$ cat config.mk
export PLATFORM = sky130hd
export DESIGN_NAME = pulse_burst
export DESIGN_NICKNAME = d
export VERILOG_FILES = /design/src/rtl/pulse_burst.sv
export SDC_FILE = /design/constraint.sdc
export NUM_CORES = 1
export LEC_CHECK = 0
export CAP_MARGIN = 20
export CORE_ASPECT_RATIO = 1.1
export CORE_MARGIN = 8
export CORE_UTILIZATION = 30
export CTS_BUF_LIST = sky130_fd_sc_hd__clkbuf_4 sky130_fd_sc_hd__clkbuf_8 sky130_fd_sc_hd__clkbuf_16
export CTS_CLUSTER_SIZE = 20
export DETAILED_ROUTE_END_ITERATION = 7
export GPL_TIMING_DRIVEN = 0
export SLEW_MARGIN = 10
export SYNTH_ARGS = -nofsm -noshare
export SYNTH_HDL_FRONTEND = slang
export SYNTH_SLANG_ARGS = --single-unit
$ cat constraint.sdc
create_clock -name clk -period 7.3 [get_ports clk]
set_clock_uncertainty 0.2 [all_clocks]
set_input_delay 1.46 -clock clk [delete_from_list [all_inputs] [get_ports clk]]
set_output_delay 1.46 -clock clk [all_outputs]
set_load 0.005 [all_outputs]
$ cat src/rtl/pulse_burst.sv
// rtl/pulse_burst.sv - rising-edge triggered burst of num pulses, hi cycles high, lo cycles low (optional PULSE_BURST_RETRIG_EN)
module pulse_burst #(
   parameter int width  = 8,
   parameter int cwidth = 8
) (
   input  logic              clk,
   input  logic              rstn,
   input  logic              start,
   input  logic [cwidth-1:0] num,
   input  logic [width-1:0]  hi,
   input  logic [width-1:0]  lo,
   output logic              pulse_o,
   output logic              busy,
   output logic              done
);

   typedef enum logic [1:0] {IDLE, HIGH, LOW} state_t;

   state_t              r_state, w_state_nxt;
   logic                r_start_d;
   logic [cwidth-1:0]   r_num, w_num_nxt;
   logic [cwidth-1:0]   r_cnt, w_cnt_nxt;
   logic [width-1:0]    r_hi, w_hi_nxt;
   logic [width-1:0]    r_lo, w_lo_nxt;
   logic [width-1:0]    r_phase, w_phase_nxt;
   logic                r_pulse, w_pulse_nxt;
   logic                r_busy, w_busy_nxt;
   logic                r_done, w_done_nxt;
   logic                w_trig;
   logic [width-1:0]    w_hi_eff;
   logic [width-1:0]    w_lo_eff;

   assign w_trig   = start & ~r_start_d;
   // zero-length phases are stretched to the one-cycle minimum at latch time
   assign w_hi_eff = (hi == '0) ? width'(1) : hi;
   assign w_lo_eff = (lo == '0) ? width'(1) : lo;

   assign pulse_o = r_pulse;
   assign busy    = r_busy;
   assign done    = r_done;

   // state, latched parameters, counters and registered outputs
   always_ff @(posedge clk or negedge rstn) begin
      if (!rstn) begin
         r_state   <= IDLE;
         r_start_d <= 1'b0;
         r_num     <= '0;
         r_cnt     <= '0;
         r_hi      <= '0;
         r_lo      <= '0;
         r_phase   <= '0;
         r_pulse   <= 1'b0;
         r_busy    <= 1'b0;
         r_done    <= 1'b0;
      end else begin
         r_state   <= w_state_nxt;
         r_start_d <= start;
         r_num     <= w_num_nxt;
         r_cnt     <= w_cnt_nxt;
         r_hi      <= w_hi_nxt;
         r_lo      <= w_lo_nxt;
         r_phase   <= w_phase_nxt;
         r_pulse   <= w_pulse_nxt;
         r_busy    <= w_busy_nxt;
         r_done    <= w_done_nxt;
      end
   end

   // next-state: phase counter reloads at every phase change, burst counter counts issued pulses
   always_comb begin
      w_state_nxt = r_state;
      w_num_nxt   = r_num;
      w_cnt_nxt   = r_cnt;
      w_hi_nxt    = r_hi;
      w_lo_nxt    = r_lo;
      w_phase_nxt = r_phase;
      w_pulse_nxt = r_pulse;
      w_busy_nxt  = r_busy;
      w_done_nxt  = 1'b0;

      case (r_state)
         IDLE: begin
            if (w_trig) begin
               if (num != '0) begin
                  w_num_nxt   = num;
                  w_hi_nxt    = w_hi_eff;
                  w_lo_nxt    = w_lo_eff;
                  w_cnt_nxt   = cwidth'(1);
                  w_phase_nxt = '0;
                  w_pulse_nxt = 1'b1;
                  w_busy_nxt  = 1'b1;
                  w_state_nxt = HIGH;
               end else begin
                  w_done_nxt  = 1'b1;
               end
            end
         end
         HIGH: begin
            if (r_phase == r_hi - width'(1)) begin
               w_phase_nxt = '0;
               w_pulse_nxt = 1'b0;
               if (r_cnt == r_num) begin
                  w_busy_nxt  = 1'b0;
                  w_done_nxt  = 1'b1;
                  w_state_nxt = IDLE;
               end else begin
                  w_state_nxt = LOW;
               end
            end else begin
               w_phase_nxt = r_phase + width'(1);
            end
         end
         LOW: begin
            if (r_phase == r_lo - width'(1)) begin
               w_phase_nxt = '0;
               w_pulse_nxt = 1'b1;
               w_cnt_nxt   = r_cnt + cwidth'(1);
               w_state_nxt = HIGH;
            end else begin
               w_phase_nxt = r_phase + width'(1);
            end
         end
         default: begin
            w_state_nxt = IDLE;
            w_pulse_nxt = 1'b0;
            w_busy_nxt  = 1'b0;
         end
      endcase

`ifdef PULSE_BURST_RETRIG_EN
      // a trigger during a burst (completion edge included) restarts it; num==0 ends it instead
      if (w_trig && (r_state != IDLE)) begin
         if (num != '0) begin
            w_num_nxt   = num;
            w_hi_nxt    = w_hi_eff;
            w_lo_nxt    = w_lo_eff;
            w_cnt_nxt   = cwidth'(1);
            w_phase_nxt = '0;
            w_pulse_nxt = 1'b1;
            w_busy_nxt  = 1'b1;
            w_done_nxt  = 1'b0;
            w_state_nxt = HIGH;
         end else begin
            w_phase_nxt = '0;
            w_pulse_nxt = 1'b0;
            w_busy_nxt  = 1'b0;
            w_done_nxt  = 1'b1;
            w_state_nxt = IDLE;
         end
      end
`endif
   end

endmodule
==> out/qor.txt, run 1 <==
Num CTS Buffers: 5
Detailed Route WL: 6.08 mm
Clock Pin Slew Worst Setup and Hold Paths: 0.09 ns
hold_buf cts: 0
Startpoint Class: input port
met3 WL post-DR: 233 um
top_reg_cell synth: dfrtp_1
Fillers: 881
Clock Sinks: 46
Top Metal Used: met4
fin cells: 418
Worst-Margin Slew: 0.666 ns
grt total ovfl: 0
fmax: 257 MHz
Max-Cap Viols: 0
vias in the first global route: 2,214
GPL Wtd Cong: 0.790
final setup fails: 0
syn nets: 301
initial antenna violation count: 0
Fin. Hold Viols: 0
CTS tree: done
#FFs+latches synth: 46
first-pass GRT wire length: 10.7 mm
detailed-route via count: 2,089
register area share after synthesis: 0.427
leak pwr: 1.30 nW
core area: 8780 um^2
Yosys cell types: 49
VDD IR-drop max: 135 uV
num rows: 36
commonest non-fill, non-tap cells in the layout: dfrtp_1, clkdlybuf4s50_1, nand2_1, mux2_2
Post-CTS Resized: 0
synthesis-to-finish area growth: 20.1%
H-tree depth: 2
# placed instances: 410
vias per inst: 5.00
Layout Nets: 338
Post-CTS Setup Inserts: 0
CP Data Arrival Time: 3.92 ns
largest net degree at the start of global routing: 31
CP max FO: 8
initial core utilization: 0.307
Chip Height: 115 um
total track usage: 0.106
unrepaired setup endpoints after global routing: no
Post-synth ARST share: 1.00
Post-synth EDFFs: 0
Rel. slew slack: 0.552
share of layout cells above drive strength 1: 0.135
DRT Pass-1 Iters: 4
PwrDens: 338 nW/um^2
Die Span X: 106 um
Mapped Cells: 266
DR DRC count: 0
status: completed
DIE AREA: 12,300 um^2
fin crit share: 0.534
drt wl/cell: 14.5 um
pins over their slew limit: 0
I/O pin count: 30
# port buffers: 29
post-route ant nets: 0
WL met1: 2.78 mm
n_diodes: 0
root buffer cell: clkbuf_8
Worst EP required: 7.33 ns
Max Root-Sink Buffers: 2
synth warn: 0
Setup CP Type: in2reg
Skew-Pair Late Insertion Delay: 0.30 ns
Syn Area/Cell: 10.1 um^2
Final HPWL DP: 4.71 mm
crit end category: register
fin crit period: 3.90 ns
setup_tns: 0 ns
most common cell after layout, fill and taps aside: dfrtp_1
hold crit path type: reg2reg
met2 wire len: 3.03 mm
Post-Syn Area: 2700 um^2
First DRT Iteration DRCs: 50
==> cell usage after synthesis, types with 2 or more instances <==
cell | instances | area, um^2
a31oi_1 | 6 | 37.5
nor3b_1 | 2 | 15.0
nor3_1 | 6 | 30.0
or4_4 | 2 | 22.5
nand4_1 | 7 | 43.8
or4_1 | 5 | 37.5
mux2_2 | 19 | 214
and3_1 | 3 | 18.8
a211oi_1 | 2 | 15.0
inv_1 | 18 | 67.6
o21ai_0 | 13 | 65.1
dfrtp_1 | 46 | 1150
nor2_1 | 12 | 45.0
a31o_2 | 2 | 17.5
ha_1 | 8 | 100
o22ai_1 | 5 | 31.3
nand2_1 | 20 | 75.1
clkbuf_1 | 6 | 22.5
buf_2 | 2 | 10.0
a21oi_1 | 6 | 30.0
a2111oi_1 | 2 | 20.0
nand3_1 | 10 | 50.1
mux2i_1 | 4 | 40.0
xnor2_1 | 18 | 158
nor4_1 | 5 | 31.3
xor2_1 | 14 | 123
==> worst paths after layout <==
check | start | to | slack, ns | depth (start not counted)
max in group asynchronous | rstn | r_phase[7]$_DFFE_PN0P_ | 5.50 | 2
min in group asynchronous | rstn | r_num[3]$_DFFE_PN0P_ | 0.89 | 1
max reg2reg | r_hi[0]$_DFFE_PN0P_ | r_state[1]$_DFFE_PN0P_ | 4.25 | 9
min | busy$_DFFE_PN0P_ | busy$_DFFE_PN0P_ | 0.32 | 2
min reg2reg | busy$_DFFE_PN0P_ | busy$_DFFE_PN0P_ | 0.32 | 2
max | num[1] | r_cnt[6]$_DFFE_PN0P_ | 3.40 | 8
==> sequential cells by signal, summed over array words and instances (netlist names) <==
| name | flops |
|---|---|
| pulse_o | 1 |
| r_lo | 8 |
| r_hi | 8 |
| done | 1 |
| r_state | 2 |
| r_num | 8 |
| busy | 1 |
| r_cnt | 8 |
| r_phase | 8 |
| r_start_d | 1 |
==> worst max-delay path: stages <==
cell and delay [ns]:
clkdlybuf4s50_1 0.42, or4_1 0.53, nor2_1 0.26, nor3_1 0.16, a21oi_1 0.54, a21oi_1 0.21
nand3_1 0.16, mux2i_1 0.18
==> cells by family (layout without fill, tap and decap cells) <==
| kind of cell | after synthesis | in the layout | share of synthesized area |
|---|---|---|---|
| and+or+nand+nor | 83 | 83 | 0.173 |
| AOI/OAI and AO/OA | 46 | 46 | 0.120 |
| DFF | 46 | 46 | 0.427 |
| xor gates and xnor gates | 32 | 32 | 0.104 |
| buffers and inverters | 27 | 65 | 0.0413 |
| muxes | 24 | 24 | 0.0983 |
| adders and majority gates | 8 | 8 | 0.0371 |
==> area by class of cell <==
| cell class | instances | area (um^2) | share of cell area |
|---|---|---|---|
| buffer | 9 | 43.8 | 0.0135 |
| clock buffer | 7 | 90.1 | 0.0278 |
| clock inverter | 1 | 5.00 | 0.00154 |
| inverter | 18 | 67.6 | 0.0208 |
| multi-input combinational | 193 | 1440 | 0.443 |
| sequential | 46 | 1150 | 0.355 |
| tap | 114 | 143 | 0.0440 |
| timing repair buffer | 30 | 305 | 0.0942 |
==> where the power goes <==
group / internal, mW / switching, mW / total, mW
Sequential: 0.341 / 0.0974 / 0.438
Clock: 0.0802 / 0.0855 / 0.166
Combinational: 0.246 / 0.245 / 0.491
==> metrics by stage <==
| stage | setup WS (ns) | instance area, um^2 | utilization | hold slack (ns) | total power, mW |
|---|---|---|---|---|---|
| floorplan | 3.91 | 2700 | - | 0.271 | 0.805 |
| global placement | 3.04 | 3130 | 0.357 | 0.287 | 0.924 |
| detailed placement | 3.05 | 3150 | 0.358 | 0.319 | 0.938 |
| CTS | 3.36 | 3240 | 0.369 | 0.337 | 1.11 |
| global route | 3.20 | 3240 | 0.369 | 0.352 | 1.20 |
| finish | 3.40 | 3240 | 0.369 | 0.317 | 1.10 |
==> layer usage <==
metal,vias to the layer above,GRT usage
met5,-,0
met4,0,0.0197
met3,5,0.0328
met2,28,0.183
met1,1021,0.129
li1,1035,-
Note: power is estimated with default switching activity, not from simulation.
==> inputs of run 2 (changes only) <==
clock period = 3.4 ns   (was 7.3 ns; I/O delays follow)
==> results of run 2 <==
The final DEF is identical to that of run 1. Status: completed.
Main changes from that run: setup slack after placement 3.05 ns -> -0.0749 ns; clock-pin slew on the worst setup and hold paths 0.09 ns -> 0.08 ns; setup slack after layout 3.40 ns -> 0.283 ns; hold slack 0.317 ns -> 0.109 ns; register-to-register setup slack 4.25 ns -> 0.35 ns; total power 1.10 mW -> 2.35 mW; worst IR drop on VDD 135 uV -> 289 uV
==> inputs of run 3 (changes only) <==
CELL_PAD_IN_SITES_DETAIL_PLACEMENT = 0   (was not set)
CELL_PAD_IN_SITES_GLOBAL_PLACEMENT = 1   (was not set)
HOLD_SLACK_MARGIN = 0.02   (was not set)
PLACE_DENSITY_LB_ADDON = 0.3   (was not set)
==> out/qor.txt, run 3 (synthesis gave the netlist of run 1 again) <==
GPL Wtd Cong: 0.765
Fillers: 897
Skew-Pair Late Insertion Delay: 0.31 ns
hold_buf cts: 0
synthesis-to-finish area growth: 21.7%
post-route ant nets: 0
Detailed Route WL: 6.47 mm
DRT Pass-1 Iters: 4
Num CTS Buffers: 5
Startpoint Class: input port
fin crit period: 3.17 ns
Worst EP required: 3.44 ns
crit end category: register
final setup fails: 0
final design utilization: 0.374
pins over their slew limit: 0
total track usage: 0.111
vias in the first global route: 2,176
pre-CTS WS: -0.145 ns
Max Root-Sink Buffers: 2
initial core utilization: 0.307
Comb pwr share: 0.425
drt wl/cell: 15.5 um
initial antenna violation count: 0
largest net degree at the start of global routing: 25
Chip Height: 115 um
leak pwr: 1.32 nW
detailed-route via count: 2,123
Sw Ratio: 0.377
Sequential cell area: 1150 um^2
VDD IR-drop max: 234 uV
CP Data Arrival Time: 3.21 ns
num rows: 36
First DRT Iteration DRCs: 81
I/O pin count: 30
vias per inst: 5.08
unrepaired setup endpoints after global routing: no
status: completed
n_diodes: 0
Final HPWL DP: 4.95 mm
root buffer cell: clkbuf_8
Clock Sinks: 46
Net Sw Power: 941 uW
Post-CTS Setup Inserts: 0
H-tree depth: 2
fmax: 315 MHz
most common cell after layout, fill and taps aside: dfrtp_1
setup ws final: 0.228 ns
sequential share of power: 0.375
reg-to-reg slack, setup: 0.33 ns
setup_tns: 0 ns
CTS tree: done
Clock Pin Slew Worst Setup and Hold Paths: 0.09 ns
area of the multi-input gates: 1440 um^2
Rel. slew slack: 0.469
clock power share: 0.199
DR DRC count: 0
Setup CP Type: in2reg
Layout Nets: 338
Post-CTS Resized: 0
commonest non-fill, non-tap cells in the layout: dfrtp_1, clkdlybuf4s50_1, nand2_1, mux2_2
grt total ovfl: 0
Worst-Margin Slew: 0.789 ns
core area: 8780 um^2
DIE AREA: 12,300 um^2
first-pass GRT wire length: 10.9 mm
hold crit path type: in2async
Fin. Hold Viols: 0
# port buffers: 29
fin crit share: 0.933
CP max FO: 8
Max-Cap Viols: 0
Die Span X: 106 um
P_int: 1.56 mW
PwrDens: 760 nW/um^2
share of layout cells above drive strength 1: 0.135
## run 3: cell types whose count changed in the layout (fill, tap and decap cells not counted), sizes merged
cell | before | now
bufinv | 0 | 2
clkbuf | 13 | 11
## run 3: final cells by class
| type | count | area share |
|---|---|---|
| multi-input combinational | 193 | 0.437 |
| sequential | 46 | 0.350 |
| timing repair buffer | 30 | 0.0930 |
| tap | 114 | 0.0434 |
| clock buffer | 5 | 0.0210 |
| clock inverter | 3 | 0.0210 |
| inverter | 18 | 0.0206 |
| buffer | 9 | 0.0133 |
## run 3: metrics by stage
step           area, um^2  power [mW]  instances  hold slack [ns]
2_1_floorplan        2700        1.73        266            0.184
3_3_place_gp         3130        2.01        409            0.281
3_5_place_dp         3150        2.02        410            0.289
4_1_cts              3280        2.53        418            0.183
5_1_grt              3280        2.69        418            0.205
6_report             3280        2.50        418            0.152
## run 3: power by group through the flow
stage	Combinational (mW)	Clock, mW	Sequential (mW)
2_1_floorplan	0.835	0	0.893
3_3_place_gp	1.06	0	0.950
3_5_place_dp	1.07	0	0.955
4_1_cts	1.07	0.512	0.944
5_1_grt	1.19	0.526	0.974
6_report	1.06	0.498	0.937
## run 3: metal layers
metal | share of wire | up-vias | GRT usage
li1 | - | 1036 | -
met1 | 0.44 | 1044 | 0.129
met2 | 0.51 | 34 | 0.197
met3 | 0.036 | 9 | 0.0261
met4 | 0.011 | 0 | 0.0310
met5 | 0 | - | 0
## run 3: final timing paths
kind	from	to	depth (start not counted)
hold / removal	rstn	r_lo[7]$_DFFE_PN0P_	1
setup reg to reg	r_hi[0]$_DFFE_PN0P_	r_state[1]$_DFFE_PN0P_	9
max in group asynchronous	rstn	r_num[0]$_DFFE_PN0P_	2
min in group clk	busy$_DFFE_PN0P_	busy$_DFFE_PN0P_	2
setup / recovery	num[1]	r_cnt[6]$_DFFE_PN0P_	8
hold reg to reg	busy$_DFFE_PN0P_	busy$_DFFE_PN0P_	2
## run 3: critical path, stage by stage
cell and delay, ns:
clkdlybuf4s50_1 0.42, or4_1 0.53, nor2_1 0.28, nor3_1 0.16, a21oi_1 0.57, a21oi_1 0.22, nand3_1 0.16, mux2i_1 0.18
